`config.mk`:
```
export PLATFORM = sky130hd
export DESIGN_NAME = sram_port_ctrl
export DESIGN_NICKNAME = d
export VERILOG_FILES = /design/src/rtl/sram_port_ctrl.sv
export SDC_FILE = /design/constraint.sdc
export NUM_CORES = 1
export LEC_CHECK = 0
export CAP_MARGIN = 5
export CELL_PAD_IN_SITES_DETAIL_PLACEMENT = 0
export CELL_PAD_IN_SITES_GLOBAL_PLACEMENT = 1
export CORE_MARGIN = 1
export CORE_UTILIZATION = 30
export DETAILED_ROUTE_END_ITERATION = 16
export HOLD_SLACK_MARGIN = 0.03
export PLACE_DENSITY = 0.88
export REMOVE_ABC_BUFFERS = 1
export SYNTH_ARGS = -nofsm -noshare
export SYNTH_HDL_FRONTEND = slang
export SYNTH_SLANG_ARGS = --single-unit
```
`constraint.sdc`:
```
create_clock -name clk -period 1.5 [get_ports clk]
set_input_delay 0.375 -clock clk [delete_from_list [all_inputs] [get_ports clk]]
set_output_delay 0.375 -clock clk [all_outputs]
set_load 0.02 [all_outputs]
```
`src/rtl/sram_port_ctrl.sv`:
```
// sram_port_ctrl: single-port SRAM front end with an in-order 2-deep read response buffer
module sram_port_ctrl #(
    parameter int DATA_WIDTH  = 32,
    parameter int ADDR_WIDTH  = 12,
    parameter int WMASK_WIDTH = 4
) (
    input  logic                   clk,
    input  logic                   rst_n,
    input  logic                   req_valid,
    output logic                   req_ready,
    input  logic                   req_we,
    input  logic [WMASK_WIDTH-1:0] req_wmask,
    input  logic [ADDR_WIDTH-1:0]  req_addr,
    input  logic [DATA_WIDTH-1:0]  req_wdata,
    output logic                   rsp_valid,
    input  logic                   rsp_ready,
    output logic [DATA_WIDTH-1:0]  rsp_rdata,
    output logic                   sram_we,
    output logic [WMASK_WIDTH-1:0] sram_wmask,
    output logic [ADDR_WIDTH-1:0]  sram_addr,
    output logic [DATA_WIDTH-1:0]  sram_din,
    input  logic [DATA_WIDTH-1:0]  sram_dout
);
    logic                  rd_pend;
    logic                  wr_ptr;
    logic                  rd_ptr;
    logic [1:0]            count;
    logic [DATA_WIDTH-1:0] fifo [2];
    logic                  pop;
    logic                  rd_ok;
    logic                  accept;

    // Handshake and SRAM pin drive; a pop in the same cycle frees a slot so reads can stream
    always_comb begin
        rsp_valid  = count != 2'd0;
        rsp_rdata  = fifo[rd_ptr];
        pop        = rsp_valid && rsp_ready;
        rd_ok      = ((count + {1'b0, rd_pend}) < 2'd2) || pop;
        req_ready  = rst_n && (req_we || rd_ok);
        accept     = req_valid && req_ready;
        sram_we    = accept && req_we;
        sram_wmask = req_wmask;
        sram_addr  = req_addr;
        sram_din   = req_wdata;
    end

    // Track the in-flight read and capture SRAM data into the response FIFO one edge later
    always_ff @(posedge clk or negedge rst_n) begin
        if (!rst_n) begin
            rd_pend <= 1'b0;
            wr_ptr  <= 1'b0;
            rd_ptr  <= 1'b0;
            count   <= 2'd0;
            fifo[0] <= '0;
            fifo[1] <= '0;
        end else begin
            rd_pend <= accept && !req_we;
            if (rd_pend) begin
                fifo[wr_ptr] <= sram_dout;
                wr_ptr       <= ~wr_ptr;
            end
            if (pop) rd_ptr <= ~rd_ptr;
            count <= count + {1'b0, rd_pend} - {1'b0, pop};
        end
    end
endmodule
```
== After elaboration in Yosys (flattened, before gate mapping) ==
Index checks and enable logic that the tools add are counted.
Operators by class
  add/subtract/negate cells: 2
  $lt $le $gt $ge: 4
  multiplexer cells: 6
  bitwise operators: 4
  reductions and logical operators: 10
Operator list (number)
  2-to-1 mux 32 bit: 4
  bitwise mux 64 bit: 1
  demux 32 bit (select 1 bit): 1
  logical AND 1 bit: 6
  >= comparator 2 bit (second input constant): 2
  NOT 1 -> 2 bit: 2
  adder 2 x 1 -> 2 bit: 1
  logical OR 1 bit: 2
  < comparator 2 x 1 -> 1 bit (second input constant): 1
  < comparator 2 bit (second input constant): 1
  NOT 1 bit: 2
  nonzero test 2 bit: 1
  subtractor 2 x 1 -> 2 bit: 1
  zero test 1 bit: 1
Storage, ports and cells
  register bits after elaboration: 69
  bits of input ports: 85
  output and inout port bits: 83
  logic and storage cells: 32

== Depth between registers and ports, before layout ==
Gate-level depths: netlist of the first run.
  word-level depth: 7
  mapped depth: 5

== Worst setup path before layout of the first run ==
OpenSTA, ideal clock, no wires.
  path kind: flip-flop to output port
  start point: register rd_pend
  end point: output port req_ready
  arrival: 1.411 ns
  setup slack: -0.286 ns
  cell stages (with the launch flop): 4
  cells stage by stage: dfrtp_1 > ha_1 > a21boi_0 > a311oi_1
On the way
  word-level cells in the longest chain between the ends: 5
RTL lines
  from (decl): RTL line 24  | logic rd_pend;
  from (signal assigned): RTL line 57  | rd_pend <= accept && !req_we;
  adder 2 x 1 -> 2 bit: RTL line 38  | rd_ok = ((count + {1'b0, rd_pend}) < 2'd2) || pop;
  < comparator 2 bit: RTL line 38
  logical OR 1 bit: RTL line 38
  logical OR 1 bit: RTL line 39  | req_ready = rst_n && (req_we || rd_ok);
  logical AND 1 bit: RTL line 39
  to (decl): RTL line 10  | output logic req_ready,
Every way passes these cells.

== Final worst setup path of the first run ==
  start point: register count[0]
  end point: output port req_ready
On the way
  word-level cells in the longest chain between the ends: 5
  elaborated cells on any way between the ends: 7
RTL lines
  from (decl): RTL line 27  | logic [1:0] count;
  from (signal assigned): RTL line 63  | count <= count + {1'b0, rd_pend} - {1'b0, pop};
  adder 2 x 1 -> 2 bit or nonzero test 2 bit (tied branches): RTL line 38, 35
  < comparator 2 bit or logical AND 1 bit (tied branches): RTL line 38, 37
  logical OR 1 bit *: RTL line 38
  logical OR 1 bit *: RTL line 39
  logical AND 1 bit *: RTL line 39
Every way passes the cells marked *; elsewhere a longest branch is shown, timed or not.

==> results.cfg, run 1 <==
[run_status]
run_status = finished with violations
violated_checks = setup timing

[global_routing]
grt_max_degree = 36
grt_antenna_before_repair = 0
grt-ovfl-total = 0
grt_pass1_wl_um = 13500
groute.usage.overall = 0.165
vias_in_the_first_global_route = 2284

[layout]
sequential_cell_area_um2 = 1730
post_route_cells_drive_above_1_share = 0.601
most_common_library_cell_in_the_layout_ignoring_fill_and_taps = mux2_2
filler_cell_count_in_the_final_layout = 1007
layout_common_cells = mux2_2 (71), dfrtp_1 (68), buf_6 (36), clkdlybuf4s50_1 (33), mux2_4 (25)
syn2layout_area_growth_pct = 35.8
instances_no_fill = 438
insertedDiodeCount = 0
multi_input_area_um2 = 1360
fin_nets = 380
layout.cell_area.non_filler_um2 = 4670

[critical_path]
crit_required_ns = 1.12
critical_path.startpoint = count[0]$_DFF_PN0_
critical_path.endpoint_type = output port
critical_path.max_fanout = 3
cp_cell_sequence = ha_2 -> a21boi_4 -> a311oi_1 -> buf_2
worstPathArrival_ns = 1.67
worstSetupStartpointType = flip-flop
slowest_stage = dfrtp_1
critical_path_class = flip-flop to output port
max_stage_delay_ns = 0.40
worst_reg2reg_path_startpoint = count[1]$_DFF_PN0_

[place]
io_buffers = 71
area_after_detailed_placement_um2 = 4090
detailed_place_hpwl_um = 6540
finalWeightedCongestion = 0.805
place_inst = 415

[synthesis]
post_synth_xor_area_fraction = 0.0102
postSynthRegisterBits = 69
synth_compound_area_frac = 0.00910
yosysTopAreaCell = dfrtp_1
synth_area_leaders = dfrtp_1 (50%), mux2_2 (29%), buf_4 (10%), mux2_4 (3.5%), buf_2 (1.0%)
synthAdderAreaFrac = 0.00728
netlist_instances = 246
synth_largest_type_area_fraction = 0.502
synthesis.area_um2 = 3440
post_synth_num_cell_types = 22
simple_logic_cell_fraction_of_the_synthesized_area = 0.0135
synth.avg_cell_area_um2 = 14.0
synthesis.yosys.warnings = 0
dominant_combinational_cell_family_by_area_after_synthesis = multiplexers
mux_contribution_to_synthesized_area = 0.323
ys_seq_area_frac = 0.502

[timing]
grt_setup_unrepaired = yes
fmaxAchievable_ghz = 0.488
final-max-slew-violation-count = 0
final_setup_violating_endpoints = 34
fin_crit_ns = 2.05
final_hold_viol_count = 0
tightest_slew_ns = 0.441
timing.max_slew.rel_slack = 0.706
final_hold_slack_ns = 0.0984
fin_worst_skew_ns = 0.00437
postLayoutSetupSlackWorst_ns = -0.549
period_share = 1.37

[drt]
router_iterations_before_antenna_repair = 4
route.vias.total = 2093
count_of_unresolved_drc_violations_after_routing = 0
wl_um = 9520
detail_route.iter0.violations = 60
average_routed_wire_per_standard_cell_um = 21.7
post_drt_via_cell_ratio = 4.78
antenna_violating_nets_post_route = 0

[floorplanning]
start_util = 0.313
rows = 38
core_area_um2 = 11000
die_w_um = 109
die-height_um = 109
boundaryPins = 168
fp.dieArea_um2 = 11900

[clocking]
max-clock-path-buffers = 2
cts_tree = done
cts_hold_bufs = 0
cts_max_level = 3
clkSlewWorstSetupHoldPaths_ns = 0.05
clock_sinks = 69
clk-insertion-delay-late_ns = 0.33
cts-root-buf = clkbuf_16
cts-buffers-inserted = 9

[pwr]
design_power_total_mw = 11.2
power.density_cell_area_nw_per_um2 = 2410
power.static_leakage_nw = 2.08
ir_drop_uv = 1120

[worst_hold_path]
holdCritPathClass = input port to asynchronous set/reset pin

[run]
drv.max_cap_violation_count = 0
[per-stage QoR]
step,util,setup WS (ns),TNS [ns]
after floorplan,-,-1.11,-48.83
after global placement,0.372,-0.768,-13.28
after detailed placement,0.372,-0.803,-13.80
after CTS,0.406,-0.447,-12.33
after global routing,0.425,-0.586,-12.51
final,0.425,-0.549,-10.94
[final timing paths]
kind,to,slack [ns],cells after the start
setup / recovery,req_ready,-0.55,4
setup reg to reg,count[1]$_DFF_PN0_,0.08,6
hold reg to reg,fifo[20]$_DFFE_PN0P_,0.50,1
max in group asynchronous,rd_ptr$_DFFE_PN0P_,0.98,3
hold / removal,count[0]$_DFF_PN0_,0.1,2
min in group clk,fifo[20]$_DFFE_PN0P_,0.50,1
[cells by family after synthesis]
| kind of cell | Yosys count |
|---|---|
| buffers and inverters | 64 |
| multiplexers | 96 |
| XOR/XNOR | 4 |
| adder cells (fa/ha/maj) | 2 |
| flip-flops | 69 |
| AND/OR/NAND/NOR | 7 |
| AO/OA/AOI/OAI | 4 |
[cells in the mapped netlist]
| master | n |
|---|---|
| a311oi_1 | 1 |
| buf_2 | 7 |
| inv_1 | 5 |
| o21a_1 | 1 |
| nor4b_1 | 1 |
| mux2_2 | 88 |
| ha_1 | 2 |
| buf_4 | 48 |
| buf_6 | 3 |
| buf_8 | 1 |
| mux2_4 | 8 |
| a21boi_0 | 1 |
| xnor2_1 | 2 |
| xor2_1 | 2 |
| or2_2 | 1 |
| dfrtp_1 | 69 |
| nand3b_1 | 1 |
| and3_1 | 1 |
| nor3b_1 | 1 |
| nand2_1 | 1 |
| nor2b_1 | 1 |
| a211oi_1 | 1 |
[flip-flops by register name, summed over array words and instances (netlist names)]
register,count
count,2
fifo,64
rd_pend,1
rd_ptr,1
wr_ptr,1
[per-layer routing]
metal  global-route usage  part of all wire  vias up
met2                0.212              0.42      131
met4               0.0569             0.014        4
met3                0.158              0.17       15
met5               0.0938             0.014        -
li1                     -                 -      892
met1                0.177              0.38     1051
[area by class of cell]
type,instances,area share
Tap cell,140,0.0375
Inverter,5,0.00402
Timing Repair Buffer,95,0.231
Clock buffer,12,0.0571
Multi-Input combinational cell,113,0.291
Clock inverter,4,0.00965
Sequential cell,69,0.370
[where the power goes]
| group | internal (mW) | switching, mW |
|---|---|---|
| Combinational | 3.52 | 2.29 |
| Sequential | 2.80 | 0.487 |
| Clock | 1.41 | 0.737 |
[what timing repair did]
item | CTS | global route
pin swaps | 0 | 4
resized for setup | 187 | 57
endpoints found under the setup margin | 35 | 34
gates cloned | 2 | 2
buffers inserted | 3 | 2
[critical path: cells and delay by family (launching register included)]
kind | cells | cell delay [ns]
adders and majority gates | 1 | 0.21
AOI/OAI and AO/OA | 2 | 0.50
buffers and inverters | 1 | 0.23
DFF | 1 | 0.40
(Power assumes the default switching activity.)
==> run 2, diff against run 1 <==
- PLACE_DENSITY: 0.88 -> 0.76
- SLEW_MARGIN: unset -> 0
==> results.cfg, run 2 (synthesis results as in run 1) <==
[critical_path]
worstSetupStartpointType = flip-flop
critical_path.endpoint_type = output port
critical_path_class = flip-flop to output port
worstPathArrival_ns = 1.50
crit_required_ns = 1.12
critical_path.max_fanout = 8

[floorplanning]
start_util = 0.313
rows = 38
core_area_um2 = 11000
boundaryPins = 168
die-height_um = 109
die_w_um = 109
fp.dieArea_um2 = 11900

[timing]
grt_setup_unrepaired = yes
fin_worst_skew_ns = 0.00468
postLayoutSetupSlackWorst_ns = -0.378
timing.max_slew.rel_slack = 0.602
final_hold_slack_ns = 0.197
final-max-slew-violation-count = 0
tightest_slew_ns = 0.598
final_hold_viol_count = 0
fmaxAchievable_ghz = 0.533
fin_crit_ns = 1.88
final_setup_violating_endpoints = 34
period_share = 1.25

[drt]
route.vias.total = 2062
router_iterations_before_antenna_repair = 4
post_drt_via_cell_ratio = 4.76
count_of_unresolved_drc_violations_after_routing = 0
average_routed_wire_per_standard_cell_um = 21.8
wl_um = 9430
detail_route.iter0.violations = 74
antenna_violating_nets_post_route = 0

[global_routing]
vias_in_the_first_global_route = 2155
grt_most_used_layer = met2
grt-ovfl-total = 0
grt_max_degree = 48
grt_antenna_before_repair = 0
grt.met1_usage = 0.190
globalRouteMet3Util = 0.155
global_route.usage.met2 = 0.204
groute.usage.overall = 0.164
grt_pass1_wl_um = 13600

[run_status]
violated_checks = setup timing
run_status = finished with violations

[run]
drv.max_cap_violation_count = 0

[pwr]
power.density_cell_area_nw_per_um2 = 2380
power.static_leakage_nw = 2.02
ir_drop_uv = 1170

[layout]
largest_register_ff_count = 64
layout_common_cells = mux2_2 (72), dfrtp_1 (68), buf_6 (37), clkdlybuf4s50_1 (32), mux2_4 (24)
fin_nets = 376
most_common_library_cell_in_the_layout_ignoring_fill_and_taps = mux2_2
syn2layout_area_growth_pct = 32.6
insertedDiodeCount = 0
instances_no_fill = 433
reg_top3 = fifo: 64 flops, count: 2 flops
largest_register = fifo
layout.cell_area.non_filler_um2 = 4560
post_route_cells_drive_above_1_share = 0.580

[clocking]
cts-buffers-inserted = 9
clkSlewWorstSetupHoldPaths_ns = 0.05
clk-insertion-delay-late_ns = 0.32
max-clock-path-buffers = 2
clock_sinks = 69
cts-root-buf = clkbuf_16
cts_max_level = 3
cts_tree = done

[place]
area_after_detailed_placement_um2 = 4060
finalWeightedCongestion = 0.665
io_buffers = 71
place_inst = 412
detailed_place_hpwl_um = 6420

[worst_hold_path]
holdCritPathClass = input port to asynchronous set/reset pin
[run 2: cell types whose count changed in the layout (fill, tap and decap cells not counted), sizes merged]
| cell | previous run | this run |
|---|---|---|
| bufinv | 1 | 0 |
| dlygate4sd2 | 2 | 3 |
| clkdlybuf4s50 | 33 | 32 |
| buf | 58 | 55 |
| clkinv | 3 | 2 |
[run 2: what timing repair did]
action,in CTS,in global routing
pin swaps,3,3
resized for setup,204,39
endpoints found under the setup margin,35,35
cloned,2,1
setup buffers,4,0
hold buffers,0,0
[run 2: layout make-up]
cell class / count / area [um^2]
clock inverters: 2 / 10.0
multi-input cells: 113 / 1340
repair buffers: 91 / 1040
well taps: 140 / 175
clock buffers: 13 / 250
fillers: 1008 / 6420
flip-flops and latches: 69 / 1730
inverters: 5 / 18.8
[run 2: per-layer routing]
| metal | vias to the layer above | routed length [um] |
|---|---|---|
| li1 | 881 | - |
| met1 | 1019 | 3880 |
| met5 | - | 88 |
| met2 | 140 | 3640 |
| met3 | 18 | 1700 |
| met4 | 4 | 122 |
[run 2: worst max-delay path: stages, from the launching register on]
cell and delay [ns]:
dfrtp_2 0.43, buf_12 0.15, buf_12 0.15, mux2_4 0.31, buf_6 0.13
[run 2: report_power, final]
| group | total (mW) | switching (mW) | internal, mW |
|---|---|---|---|
| Clock | 1.87 | 0.722 | 1.15 |
| Sequential | 3.29 | 0.488 | 2.80 |
| Combinational | 5.69 | 2.24 | 3.45 |
[run 2: per-stage QoR]
| step | setup WS (ns) | power, mW | utilization | TNS (ns) |
|---|---|---|---|---|
| floorplan | -1.11 | 6.00 | - | -48.83 |
| global placement | -0.860 | 7.97 | 0.370 | -13.33 |
| detailed placement | -0.848 | 8.09 | 0.370 | -13.72 |
| CTS | -0.394 | 10.5 | 0.403 | -11.78 |
| global route | -0.429 | 11.4 | 0.415 | -12.62 |
| finish | -0.378 | 10.9 | 0.415 | -11.06 |
[run 2: path summary, 6_finish.rpt]
check,start,endpoint,slack (ns),depth (start not counted)
setup / recovery,rd_ptr$_DFFE_PN0P_,rsp_rdata[1],-0.38,4
hold / removal,rst_n,count[1]$_DFF_PN0_,0.20,3
setup reg to reg,count[1]$_DFF_PN0_,count[1]$_DFF_PN0_,0.06,6
hold reg to reg,fifo[5]$_DFFE_PN0P_,fifo[5]$_DFFE_PN0P_,0.50,1
max in group asynchronous,rst_n,fifo[43]$_DFFE_PN0P_,0.86,2
min in group clk,req_valid,rd_pend$_DFF_PN0_,0.46,3
==> run 3, diff against run 2 <==
- GPL_TIMING_DRIVEN: unset -> 0
==> results.cfg, run 3 (synthesis results as in run 1) <==
[drt]
average_routed_wire_per_standard_cell_um = 22.7
wl_um = 9610
route.vias.total = 2077
router_iterations_before_antenna_repair = 5
post_drt_via_cell_ratio = 4.90
antenna_violating_nets_post_route = 0
count_of_unresolved_drc_violations_after_routing = 0
detail_route.iter0.violations = 93

[critical_path]
r2r.worst_path.cells = 5
critical_path_buf_inv_count = 1
critical_path.max_fanout = 3
critical_path.top_delay_family = flip-flops
max_stage_delay_ns = 0.42
critical_path.endpoint_type = output port
crit-reg2reg-capture = fifo[43]$_DFFE_PN0P_
slowest_stage = dfrtp_1
critical_path_class = flip-flop to output port
cp_cell_sequence = ha_4 -> a21boi_4 -> a311oi_2 -> buf_4
worst_reg2reg_path_startpoint = rd_pend$_DFF_PN0_
worst-r2r-setup-slack_ns = -0.08
worstPathArrival_ns = 1.52
crit_required_ns = 1.12
worstSetupStartpointType = flip-flop

[clocking]
clkSlewWorstSetupHoldPaths_ns = 0.05
cts_tree = done
clk-insertion-delay-late_ns = 0.32
cts-buffers-inserted = 9
cts-root-buf = clkbuf_16
cts_max_level = 3
clock_sinks = 69
max-clock-path-buffers = 2

[timing]
final_hold_slack_ns = -0.0638
fin_worst_skew_ns = 0.00366
tightest_slew_ns = 0.362
period_share = 1.26
fmaxAchievable_ghz = 0.527
final-max-slew-violation-count = 0
final_hold_viol_count = 69
fin_crit_ns = 1.90
postLayoutSetupSlackWorst_ns = -0.397
timing.max_slew.rel_slack = 0.759
grt_setup_unrepaired = yes
final_setup_violating_endpoints = 66
setup_tns_ns = -13.36

[pwr]
power.combinational.fraction = 0.499
power.density_cell_area_nw_per_um2 = 2320
clock_power_share = 0.176
switching_power_mw = 3.39
design_power_total_mw = 10.3
swShare = 0.329
ir_drop_uv = 1030
power.static_leakage_nw = 1.95
internal-power_mw = 6.92
sequential_share_of_power = 0.325

[worst_hold_path]
holdCritPathClass = input port to asynchronous set/reset pin

[layout]
fin_nets = 368
layout_common_cells = mux2_2 (74), dfrtp_1 (68), clkdlybuf4s50_1 (32), buf_6 (28), mux2_4 (22)
largest_register_ff_count = 64
most_common_library_cell_in_the_layout_ignoring_fill_and_taps = mux2_2
syn2layout_area_growth_pct = 29.3
sequential_cell_area_um2 = 1730
multi_input_area_um2 = 1360
insertedDiodeCount = 0
reg_top3 = fifo: 64 flops, count: 2 flops
post_route_cells_drive_above_1_share = 0.577
filler_cell_count_in_the_final_layout = 1053
largest_register = fifo

[floorplanning]
rows = 38
die-height_um = 109
start_util = 0.313
boundaryPins = 168
die_w_um = 109
core_area_um2 = 11000
fp.dieArea_um2 = 11900

[global_routing]
grt-ovfl-total = 0
grt_max_degree = 73
vias_in_the_first_global_route = 2214
grt_antenna_before_repair = 0
grt_pass1_wl_um = 13500
groute.usage.overall = 0.163

[run]
drv.max_cap_violation_count = 0

[place]
io_buffers = 71
finalWeightedCongestion = 0.670
detailed_place_hpwl_um = 5920

[run_status]
violated_checks = hold timing, setup timing
run_status = finished with violations
[run 3: changes by cell type in the layout (fill, tap and decap cells not counted), moves of 2 or more]
cell and change:
ha_2 -2, buf_12 -6, mux2_4 -2, buf_6 -9, buf_2 +4, mux2_2 +2
[run 3: cell type report]
cell class | count | share of cell area
multi-input combinational | 113 | 0.307
clock buffer | 11 | 0.0524
clock inverter | 3 | 0.00338
timing repair buffer | 83 | 0.204
inverter | 5 | 0.00422
sequential | 69 | 0.389
tap | 140 | 0.0394
[run 3: worst reg2reg max path: cells and delay by family, from the launching register on]
family,cells,cell delay [ns]
buf+inv,3,0.45
flops,1,0.39
mux,1,0.36
simple gates,1,0.26
[run 3: worst max path at each step]
stage,startpoint,to,slack (ns),cells past startpoint
final,count[0]$_DFF_PN0_,req_ready,-0.40,4
after global routing,count[0]$_DFF_PN0_,req_ready,-0.44,4
after CTS,rd_ptr$_DFFE_PN0P_,rsp_rdata[9],-0.49,3
after detailed placement,rst_n,req_ready,-1.02,4
after global placement,rst_n,req_ready,-3.14,4
after floorplan,rd_pend$_DFF_PN0_,fifo[32]$_DFFE_PN0P_,-1.11,2
[run 3: timing repair]
action	CTS	global route
endpoints found under the hold margin	69	69
setup endpoints to repair	99	68
pin swaps	3	3
gates cloned	0	2
buffers inserted	8	3
resized for setup	161	72
[run 3: metrics by stage]
step	cells	setup WS [ns]	area [um^2]	hold WS (ns)	util
2_1_floorplan	187	-1.11	2990	0.0794	-
3_3_place_gp	398	-3.14	3880	0.478	0.353
3_5_place_dp	399	-1.02	3920	0.488	0.357
4_1_cts	421	-0.491	4180	-0.0416	0.380
5_1_grt	424	-0.444	4440	-0.0455	0.405
6_report	424	-0.397	4440	-0.0638	0.405
[run 3: routing by layer]
metal  up-vias  share of wire  global-route usage  routed length, um
met1      1049           0.41               0.186               3950
li1        868              -                   -                  -
met5         -         0.0046              0.0714                 44
met2       146           0.40               0.205               3880
met4         2          0.010              0.0550                 99
met3        12           0.17               0.150               1640
[run 3: power by group through the flow]
stage / Combinational (mW) / Clock, mW / Sequential (mW)
detailed placement: 4.38 / 0 / 3.49
floorplan: 2.77 / 0 / 3.24
global route: 5.48 / 1.97 / 3.47
global placement: 4.37 / 0 / 3.41
CTS: 4.36 / 1.91 / 3.30
finish: 5.14 / 1.82 / 3.34
